$ cat config.mk
export PLATFORM = sky130hd
export DESIGN_NAME = serial_add_ctrl
export DESIGN_NICKNAME = d
export VERILOG_FILES = /design/src/rtl/serial_add_ctrl.sv
export SDC_FILE = /design/constraint.sdc
export NUM_CORES = 1
export LEC_CHECK = 0
export ABC_AREA = 0
export BUFFER_PORTS_ARGS = -buffer_cell sky130_fd_sc_hd__buf_2
export CAP_MARGIN = 5
export CORE_MARGIN = 2
export CORE_UTILIZATION = 33
export CTS_CLUSTER_SIZE = 28
export DETAILED_ROUTE_END_ITERATION = 10
export REMOVE_ABC_BUFFERS = 1
export SLEW_MARGIN = 20
export SYNTH_ARGS = -nofsm -noshare
export SYNTH_HDL_FRONTEND = slang
export SYNTH_SLANG_ARGS = --single-unit
export TNS_END_PERCENT = 1
$ cat constraint.sdc
create_clock -name clk -period 1.7 [get_ports clk]
set_clock_uncertainty 0.15 [all_clocks]
set_input_delay 0.34 -clock clk [delete_from_list [all_inputs] [get_ports clk]]
set_output_delay 0.34 -clock clk [all_outputs]
set_load 0.02 [all_outputs]
$ cat src/rtl/serial_add_ctrl.sv
// Bit-serial WIDTH-bit adder. One full-adder slice (two half adders plus an OR)
// is reused over WIDTH cycles, LSB first, with a carry flip-flop between bits.

module half_adder (
   input  logic a,
   input  logic b,
   output logic s,
   output logic c
);
   assign s = a ^ b;
   assign c = a & b;
endmodule

module serial_add_ctrl #(
   parameter int WIDTH = 8,
   parameter int CW    = $clog2(WIDTH) + 1
) (
   input  logic             clk,
   input  logic             rst,
   input  logic             start,
   input  logic [WIDTH-1:0] a,
   input  logic [WIDTH-1:0] b,
   output logic             ready,
   output logic             busy,
   output logic             done,
   output logic [WIDTH-1:0] sum,
   output logic             cout
);

   typedef enum logic [1:0] {IDLE, RUN, DONE} state_t;

   state_t           state;
   state_t           state_next;
   logic [WIDTH-1:0] a_sr;
   logic [WIDTH-1:0] b_sr;
   logic [WIDTH-1:0] sum_r;
   logic [WIDTH-1:0] sum_shift;
   logic             cout_r;
   logic             carry;
   logic [CW-1:0]    count;
   logic             s1;
   logic             c1;
   logic             s;
   logic             c2;
   logic             carry_next;
   logic             last_bit;

   half_adder ha1 (.a(a_sr[0]), .b(b_sr[0]), .s(s1), .c(c1));
   half_adder ha2 (.a(s1),      .b(carry),   .s(s),  .c(c2));

   assign carry_next = c1 | c2;
   assign last_bit   = (count == CW'(WIDTH - 1));

   // The new sum bit enters at the MSB so after WIDTH shifts bit 0 sits at the LSB.
   generate
      if (WIDTH == 1) begin : g_narrow
         assign sum_shift = s;
      end else begin : g_wide
         assign sum_shift = {s, sum_r[WIDTH-1:1]};
      end
   endgenerate

   // Next-state logic; every request outside IDLE is simply not looked at.
   always_comb begin
      state_next = state;
      case (state)
         IDLE:    if (start) state_next = RUN;
         RUN:     if (last_bit) state_next = DONE;
         DONE:    state_next = IDLE;
         default: state_next = IDLE;
      endcase
   end

   // State register and serial datapath; sum/cout only move during RUN.
   always_ff @(posedge clk or posedge rst) begin
      if (rst) begin
         state  <= IDLE;
         a_sr   <= '0;
         b_sr   <= '0;
         sum_r  <= '0;
         cout_r <= 1'b0;
         carry  <= 1'b0;
         count  <= '0;
      end else begin
         state <= state_next;
         case (state)
            IDLE: begin
               if (start) begin
                  a_sr  <= a;
                  b_sr  <= b;
                  sum_r <= '0;
                  carry <= 1'b0;
                  count <= '0;
               end
            end
            RUN: begin
               a_sr  <= a_sr >> 1;
               b_sr  <= b_sr >> 1;
               sum_r <= sum_shift;
               carry <= carry_next;
               count <= count + CW'(1);
               if (last_bit) cout_r <= carry_next;
            end
            default: begin
            end
         endcase
      end
   end

   assign ready = (state == IDLE);
   assign busy  = (state == RUN);
   assign done  = (state == DONE);
   assign sum   = sum_r;
   assign cout  = cout_r;

endmodule

# Word-level counts from Yosys, hierarchy flattened
# Cells that the tools add are included.
[op_classes]
addsub = 1
eq_ne = 5
muxes = 13
bitwise = 5
reduce_logical = 5
[op_table]
columns = ["cell", "count"]
rows = [
  ["8-bit case mux with 2 select lines", 3],
  ["8-bit two-way mux", 3],
  ["4-bit case mux with 2 select lines", 1],
  ["2-bit AND reduction", 3],
  ["4-bit by 1-bit adder with 4-bit output (second input constant)", 1],
  ["4-bit by 3-bit equality test with 1-bit output (second input constant)", 1],
  ["2-bit two-way mux", 2],
  ["4-bit two-way mux", 1],
  ["2-bit case mux with 2 select lines", 1],
  ["1-bit AND", 2],
  ["2-bit by 1-bit equality test with 1-bit output (second input constant)", 1],
  ["2-bit equality test (second input constant)", 1],
  ["2-bit logical NOT", 1],
  ["2-bit by 1-bit inequality test with 1-bit output (second input constant)", 1],
  ["2-bit inequality test (second input constant)", 1],
  ["1-bit case mux with 2 select lines", 1],
  ["2-bit nonzero test", 1],
  ["1-bit XOR", 2],
  ["1-bit two-way mux", 1],
  ["1-bit bitwise OR", 1],
]
[totals]
reg_bits = 32
inputBits = 19
out_inout_bits = 12
elab_cells = 36

# Logic depth before layout (Yosys ltp)
# Gate-level depths: netlist (run 1).
[logic_depth]
word_depth = 4
ltp_mapped = 5
mapped_depth_nobuf = 4

# By module
# Synthesis (run 1) repeated with hierarchy kept, for this count alone.
[hier_totals]
cells_unflattened = 130
area_unflattened_um2 = 1520.2
[by_module_without_submodules]
columns = ["mod", "n_inst", "cells_each", "area_per_inst_um2", "seq_area_each_um2"]
rows = [
  ["serial_add_ctrl", 1, 128, 1495.2, 800.8],
  ["half_adder", 2, 1, 12.5, 0.0],
]

# Worst setup path after synthesis (run 1)
# OpenSTA, ideal clock, no wires.
[synth_path]
path_type = "reg2out"
from = "register state[1]"
to = "output ready"
arrival_ns = 0.985
required_ns = 1.210
path_slack_ns = 0.225
stages_incl_launch_ff = 4
path_buffers = 2
path_cell_list = "dfrtp_1 > buf_2 > buf_2 > nor2_1"
[synth_via]
elab_chain_cells = 1
[synth_rtl]
columns = ["element", "line", "source"]
rows = [
  ["start: declaration", "32", "state_t state;"],
  ["start signal: assignment", "85", "state <= state_next;"],
  ["2-bit logical NOT", "110", "assign ready = (state == IDLE);"],
  ["end: declaration", "23", "output logic ready,"],
]
# Every way passes these cells.

# Worst setup path in the final report (run 1)
[layout_path]
from = "register state[0]"
to = "output ready"
# The elaborated chain is that of the path after synthesis.

==> metrics.txt, run 1 <==
Unique masters post-synth 27; HPWL after DPL 2200 um; Worst Hold Path EP b_sr[7]$_DFFE_PP0P_; clk sinks 32; pin count of the biggest net entering global routing 33; synthesized flop and latch total 32; final worst-path cycle share 0.986; H-Tree Depth 2; wl on met1 1450 um; Yosys top cell by area dfrtp_1; final RePlAce weighted congestion 0.741; total CTS buffers 5; gr usage total 0.136; CP Launch Type flip-flop; initial antenna violation count 0; Final #Nets 193; endpoint class of the critical path output port; Final Util 0.436; Pre-antenna DRT Iters 4; EDFF count, synth 0; clk buf depth 2; top routing layer used met4; first-pass GRT wire length 5240 um; Mapped Cells 131; Reg clk slew, reported paths 0.06 ns; Hold Crit Depth 2; wire length per cell 13.7 um; reg2reg path depth 3; post-layout min period 1.68 ns; FP Rows 23; worst path required time 1.21 ns; routed length on met3 165 um; pwr dens 1780 nW/um2; flop2flop setup slack 0.14 ns; status finished clean; Ports 31; routed length on met2 1400 um; most frequent cell after synthesis dfrtp_1; placed inst area 1660 um2; vias per inst 5.07; max_cap viols 0; maximum vdd ir drop 0.647 mV; total gr overflow 0; FMAX 596 MHz; vias in the first global route 1120; worst hold path type in -> reg; Slew headroom 0.537; Hold Crit Start b[7]; top-area cell type share of the netlist area 0.563; Diodes inserted 0; TritonCTS clock tree built; core area 4090 um2; Die Ht 69.6 um; pre-CTS setup slack 0.0586 ns; Die X 69.6 um; crit path DAT 1.19 ns; Clock Latency Late Sink 0.28 ns; port bufs 30; Post-synth top cells dfrtp_1 (32), a22oi_1 (14), nand2_1 (14); final worst slack 0.0235 ns; Worst Path Max Fanout 10; reg2reg start state[0]$_DFFE_PP0P_; Synth area leaders dfrtp_1 (56%), a22oi_1 (7.4%), a22o_1 (4.9%), nand2_1 (3.7%), o21ai_1 (3.2%); Slew @ Worst Pin 0.693 ns; RSZ-0062 raised after global routing yes; top_reg_cell synth dfrtp_1; worst r2r dst a_sr[1]$_DFFE_PP0P_; Vias 1130; # setup viols final 0; Area Overhead vs Synth 25.4%; syn_area_per_cell 10.9 um2; leakage power 0.852 nW; CP Class reg -> out; DRC viols 0; Iter 0 DRT Violations 55; Final Cell Area 1780 um2; Hold Fails Final Rpt 0; Root Driver clkbuf_8; register area share after synthesis 0.563; share of layout cells above drive strength 1 0.306; mapped cell area 1420 um2; fraction of registers with async set/reset 1.00; yosys warns 0; Slew Limit Fails 0; initial core utilization 0.348; die area 4850 um2; post-route ant nets 0; total wire length 3060 um
-- layout make-up --
type                            instances  area (um2)
Multi-Input combinational cell         83         547
Sequential cell                        32         802
Inverter                                8        32.5
Timing Repair Buffer                   42         248
Tap cell                               50        62.6
Fill cell                             417        2300
Clock buffer                            8        90.1
-- logic make-up (layout without fill, tap and decap cells) --
group | count (synthesis) | after routing | synth area share
muxes | 2 | 2 | 0.0141
adders and majority gates | 2 | 2 | 0.0229
AOI/OAI and AO/OA | 51 | 51 | 0.239
and+or+nand+nor | 28 | 28 | 0.105
DFF | 32 | 32 | 0.563
buffers and inverters | 16 | 58 | 0.0555
-- worst max-delay path, stage by stage, from the launching register on --
cell and delay, ns:
dfrtp_2 0.45, buf_4 0.19, nor2_1 0.12, buf_4 0.15
-- cell usage in the layout (no fill, tap or decap), types with 2 or more instances in the layout --
cell type,instances
dfrtp_1,31
buf_2,28
a22oi_1,14
nand2_1,14
buf_4,13
o21ai_1,9
a22o_1,8
inv_1,7
o21ai_0,7
a21oi_1,6
clkbuf_8,6
nor2b_1,4
o22ai_1,3
nor2_1,3
and2b_1,3
mux2i_1,2
clkbuf_1,2
-- power breakdown --
group	leakage, nW	total (W)	switching (W)	internal, W
clock	0.0455	0.000589	0.000260	0.000330
combinational	0.388	0.00128	0.000708	0.000569
sequential	0.418	0.00130	0.000233	0.00106
-- per-stage QoR --
step	hold slack, ns	power, W	TNS (ns)	std cells
detailed placement	0.297	0.00255	0	213
global placement	0.286	0.00249	0	213
global route	0.179	0.00341	-0.0587	223
CTS	0.164	0.00319	-0.00217	222
finish	0.177	0.00316	0	223
floorplan	0.306	0.00208	0	123
-- worst max-delay path by stage --
stage | from | endpoint | slack [ns] | cells after the start
floorplan | state[0]$_DFFE_PP0P_ | count[3]$_DFFE_PP0P_ | 0.0004 | 3
global placement | start | b_sr[2]$_DFFE_PP0P_ | 0.13 | 4
detailed placement | start | b_sr[5]$_DFFE_PP0P_ | 0.06 | 4
CTS | state[0]$_DFFE_PP0P_ | ready | -0.002 | 3
global route | state[0]$_DFFE_PP0P_ | done | -0.03 | 3
finish | state[0]$_DFFE_PP0P_ | ready | 0.02 | 3
-- metal layers --
layer | up-vias | global-route usage
met5 | - | 0
met4 | 0 | 0.0577
met3 | 5 | 0.0451
met2 | 32 | 0.200
met1 | 543 | 0.184
li1 | 550 | -
-- sequential cells by signal (all words and copies together) (netlist names) --
name	flops
cout	1
carry	1
sum	8
a_sr	8
state	2
count	4
b_sr	8
-- what timing repair did --
action | 4_1_cts | 5_1_grt
endpoints found under the hold margin | 32 | 0
setup buffers | 0 | 1
resized for setup | 4 | 1
endpoints found under the setup margin | 3 | 3
hold buffers | 1 | 0
Power figures use the tool's default switching activity.
==> run 2: changes to the inputs <==
CORE_UTILIZATION = 35   (was 33)
==> run 2 against run 1 <==
Against the previous run: non-clock buffer count shrank 2; wire length is essentially flat; combinational power shrank 3%; cell count shrank 1.3%; utilization grew 1.3 points; sequential cell count is the same; largest cell class unchanged; global-route usage grew 1.5 points; register-to-register slack lost 0.03 ns.
==> metrics.txt, run 2 (synthesized netlist as in run 1, its figures left out) <==
max_cap viols 0; post-layout min period 1.62 ns; core area 3940 um2; Int Pwr 0.00197 W; HPWL after DPL 2150 um; worst path required time 1.21 ns; Hold Crit Depth 2; Hold WS 0.161 ns; post-route ant nets 0; Slew Limit Fails 0; vias per inst 5.07; Diodes inserted 0; Hold Fails Final Rpt 0; clock power share 0.197; wire length per cell 13.9 um; worst r2r dst b_sr[6]$_DFFE_PP0P_; CP max-delay cell dfrtp_2; CP Cell Sequence nand2b_4 -> inv_4 -> buf_4; pin count of the biggest net entering global routing 33; Final #Nets 191; TritonCTS clock tree built; Storage cell area 803 um2; most frequent cells in the layout dfrtp_1 (30), buf_2 (29), a22oi_1 (14), nand2_1 (14), buf_4 (10); Vias 1116; worst hold path type in -> reg; Die Ht 67.7 um; Reg clk slew, reported paths 0.06 ns; fin cells 220; first-pass GRT wire length 5060 um; clk buf depth 2; final worst-path cycle share 0.952; CP Class reg -> out; Slew headroom 0.529; initial core utilization 0.361; endpoint class of the critical path output port; switching share of power 0.378; Pre-antenna DRT Iters 4; port bufs 30; Max stage delay on crit path 0.44 ns; maximum vdd ir drop 0.729 mV; Switch Pwr 0.00120 W; Ports 31; H-Tree Depth 2; flop2flop setup slack 0.11 ns; FP Rows 23; Clock Latency Late Sink 0.28 ns; pwr dens 1790 nW/um2; reg2reg path depth 3; Area Overhead vs Synth 24.6%; Worst Path Max Fanout 6; share of layout cells above drive strength 1 0.312; CP Launch Type flip-flop; area of the multi-input gates 547 um2; total gr overflow 0; # setup viols final 0; commonest non-fill, non-tap cell in the layout dfrtp_1; Logic pwr share 0.390; status finished clean; Die X 67.7 um; Iter 0 DRT Violations 70; RSZ-0062 raised after global routing yes; final RePlAce weighted congestion 0.760; leakage power 0.847 nW; clk sinks 32; Hold Crit Start b[7]; placed instance count 212; initial antenna violation count 0; FMAX 618 MHz; die area 4590 um2; Post-CTS Setup Inserts 0; Root Driver clkbuf_8; Flop pwr share 0.413; Slew @ Worst Pin 0.705 ns; gr usage total 0.151; vias in the first global route 1102; crit path DAT 1.13 ns; reg2reg start state[0]$_DFFE_PP0P_; DRC viols 0; fillers 372; total CTS buffers 5; total wire length 3060 um; Worst Hold Path EP b_sr[7]$_DFFE_PP0P_
run 2: cell count changes in the layout (fill, tap and decap cells not counted), sizes merged:
cell / before / now
buf: 41 / 39
clkbuf: 8 / 7
run 2: area by class of cell:
type                    count  share of cell area
clock buffers               7              0.0544
inverters                   8              0.0184
multi-input cells          83               0.309
flip-flops and latches     32               0.453
well taps                  50              0.0353
repair buffers             40               0.130
run 2: worst max path at each step:
stage / start / to / slack [ns] / cells past startpoint
finish: state[1]$_DFFE_PP0P_ / busy / 0.08 / 3
global placement: state[0]$_DFFE_PP0P_ / b_sr[2]$_DFFE_PP0P_ / 0.20 / 3
floorplan: state[0]$_DFFE_PP0P_ / count[3]$_DFFE_PP0P_ / 0.0004 / 3
detailed placement: state[0]$_DFFE_PP0P_ / b_sr[4]$_DFFE_PP0P_ / 0.14 / 3
global route: state[0]$_DFFE_PP0P_ / b_sr[2]$_DFFE_PP0P_ / -0.007 / 3
CTS: state[0]$_DFFE_PP0P_ / busy / 0.04 / 3
run 2: repair_timing:
item	in CTS	in global routing
hold buffers	1	0
endpoints found under the hold margin	25	0
setup endpoints to repair	1	8
resized for setup	3	2
run 2: per-stage QoR:
| step | setup WS (ns) | setup TNS [ns] | cell area [um2] | util | total power, W |
|---|---|---|---|---|---|
| finish | 0.0814 | 0 | 1770 | 0.449 | 0.00316 |
| floorplan | 0.000407 | 0 | 1370 | - | 0.00208 |
| CTS | 0.0424 | 0 | 1770 | 0.449 | 0.00320 |
| global placement | 0.196 | 0 | 1650 | 0.419 | 0.00247 |
| detailed placement | 0.143 | 0 | 1650 | 0.419 | 0.00253 |
| global route | -0.00710 | -0.00710 | 1770 | 0.449 | 0.00342 |
run 2: routing by layer:
metal,track usage,up-vias,wire [um]
met5,0,-,0
met4,0.0689,0,53
met2,0.223,31,1400
li1,-,544,-
met3,0.0350,7,144
met1,0.208,534,1460
run 2: power by group through the flow:
| stage | sequential, W | combinational (W) | clock, W |
|---|---|---|---|
| 6_report | 0.00131 | 0.00124 | 0.000623 |
| 5_1_grt | 0.00135 | 0.00140 | 0.000669 |
| 4_1_cts | 0.00130 | 0.00125 | 0.000640 |
| 3_5_place_dp | 0.00131 | 0.00122 | 0 |
| 3_3_place_gp | 0.00129 | 0.00119 | 0 |
| 2_1_floorplan | 0.00140 | 0.000680 | 0 |
run 2: worst max-delay path, delay by kind of cell, from the launching register on:
kind                   cells  cell delay, ns
flip-flops                 1            0.44
buffers and inverters      2            0.23
AND/OR/NAND/NOR            1            0.18
==> run 3: changes to the inputs <==
CORE_MARGIN = 5   (was 2)
CORE_UTILIZATION = 45   (was 35)
PLACE_DENSITY_LB_ADDON = 0.3   (was not set)
==> run 3 against run 2 <==
Against the previous run: cell count decreased by 1.4%; wire length decreased by 0.29%; clock power decreased by 36%; total power decreased by 4.8%.
==> metrics.txt, run 3 (synthesized netlist as in run 1, its figures left out) <==
Clock Latency Late Sink 0.33 ns; Hold WS 0.124 ns; most frequent cells in the layout dfrtp_1 (31), buf_2 (27), a22oi_1 (14), nand2_1 (14), buf_4 (12); FP Rows 20; status finished clean; Final Cell Area 1760 um2; die area 4380 um2; Flop pwr share 0.435; Hold Fails Final Rpt 0; flop2flop setup slack 0.26 ns; post-route ant nets 0; worst r2r dst count[3]$_DFFE_PP0P_; Slew @ Worst Pin 0.412 ns; port bufs 30; crit path DAT 1.19 ns; met2 Use GR 0.265; share of layout cells above drive strength 1 0.324; Hold Crit Start b[7]; clk buf depth 2; Switch Pwr 0.00121 W; Pre-antenna DRT Iters 4; vias in the first global route 1211; placed inst area 1650 um2; worst hold path type in -> reg; Die Ht 66.2 um; vias per inst 5.30; grt peak-use layer met2; Final Util 0.578; reg2reg start state[1]$_DFFE_PP0P_; final RePlAce weighted congestion 0.760; worst path required time 1.21 ns; Reg clk slew, reported paths 0.09 ns; fin cells 217; total wire length 3050 um; first-pass GRT wire length 5220 um; DRC viols 0; pwr dens 1710 nW/um2; max_cap viols 0; total CTS buffers 5; Hold Crit Depth 2; Iter 0 DRT Violations 48; commonest non-fill, non-tap cell in the layout dfrtp_1; Ports 31; RSZ-0062 raised after global routing yes; H-Tree Depth 2; gr usage total 0.159; TritonCTS clock tree built; CP Launch Type flip-flop; fillers 286; Int Pwr 0.00180 W; post-layout min period 1.68 ns; maximum vdd ir drop 0.731 mV; Vias 1150; Die X 66.2 um; pin count of the biggest net entering global routing 33; Worst Hold Path EP b_sr[7]$_DFFE_PP0P_; endpoint class of the critical path output port; clk sinks 32; Logic pwr share 0.433; switching share of power 0.402; reg2reg path depth 5; core area 3050 um2; Slew Limit Fails 0; # setup viols final 0; Root Driver clkbuf_4; HPWL after DPL 2130 um; met1 GRT Util 0.183; placed instance count 206; total gr overflow 0; leakage power 0.847 nW; Diodes inserted 0; Slew headroom 0.724; final worst-path cycle share 0.987; wire length per cell 14.1 um; Area Overhead vs Synth 24.1%; Worst Path Max Fanout 9; initial core utilization 0.466; clock power share 0.132; initial antenna violation count 0; Final #Nets 194; FMAX 596 MHz; CP Class reg -> out; grt met3 use 0.0442
run 3: cell count changes in the layout (fill, tap and decap cells not counted), sizes merged:
cell / previous run / this run
clkbuf: 7 / 6
buf: 39 / 42
clkinv: 0 / 1
run 3: worst max-delay path: stages (launching register included):
cell and delay, ns:
dfrtp_2 0.51, nand2b_4 0.12, inv_6 0.10, buf_6 0.12
run 3: power groups by stage:
stage	clock [W]	sequential (W)	combinational, W
3_5_place_dp	0	0.00131	0.00123
5_1_grt	0.000438	0.00135	0.00144
2_1_floorplan	0	0.00140	0.000680
3_3_place_gp	0	0.00129	0.00119
4_1_cts	0.000406	0.00131	0.00130
6_report	0.000396	0.00131	0.00131
run 3: cell type report:
type	count	area [um2]	area share
Inverter	8	35.0	0.0199
Clock inverter	1	5.00	0.00284
Timing Repair Buffer	43	269	0.152
Sequential cell	32	802	0.455
Multi-Input combinational cell	83	557	0.316
Clock buffer	6	41.3	0.0234
Tap cell	44	55.1	0.0312
run 3: how the worst max path moves through the flow:
stage / from / end / slack (ns) / depth (start not counted)
after CTS: state[1]$_DFFE_PP0P_ / done / 0.003 / 3
after detailed placement: state[0]$_DFFE_PP0P_ / b_sr[6]$_DFFE_PP0P_ / 0.08 / 3
after global placement: state[0]$_DFFE_PP0P_ / b_sr[2]$_DFFE_PP0P_ / 0.17 / 3
after global routing: state[0]$_DFFE_PP0P_ / busy / -0.04 / 3
after floorplan: state[0]$_DFFE_PP0P_ / count[3]$_DFFE_PP0P_ / 0.0004 / 3
final: state[0]$_DFFE_PP0P_ / busy / 0.02 / 3
run 3: timing repair:
item	4_1_cts	5_1_grt
hold buffers	1	0
pin swaps	0	0
setup endpoints to repair	3	7
buffers inserted	3	0
endpoints found under the hold margin	32	0
gates resized for setup	10	3
run 3: through the flow:
stage          setup WS [ns]  total power, W  setup TNS, ns
6_report              0.0218         0.00301              0
5_1_grt              -0.0365         0.00323        -0.0582
4_1_cts              0.00275         0.00301              0
3_5_place_dp          0.0845         0.00254              0
3_3_place_gp           0.171         0.00248              0
2_1_floorplan       0.000407         0.00208              0
run 3: layer usage:
metal	vias up	wire (um)
met5	-	0
met4	0	69
met3	8	151
li1	550	-
met2	32	1460
met1	560	1370
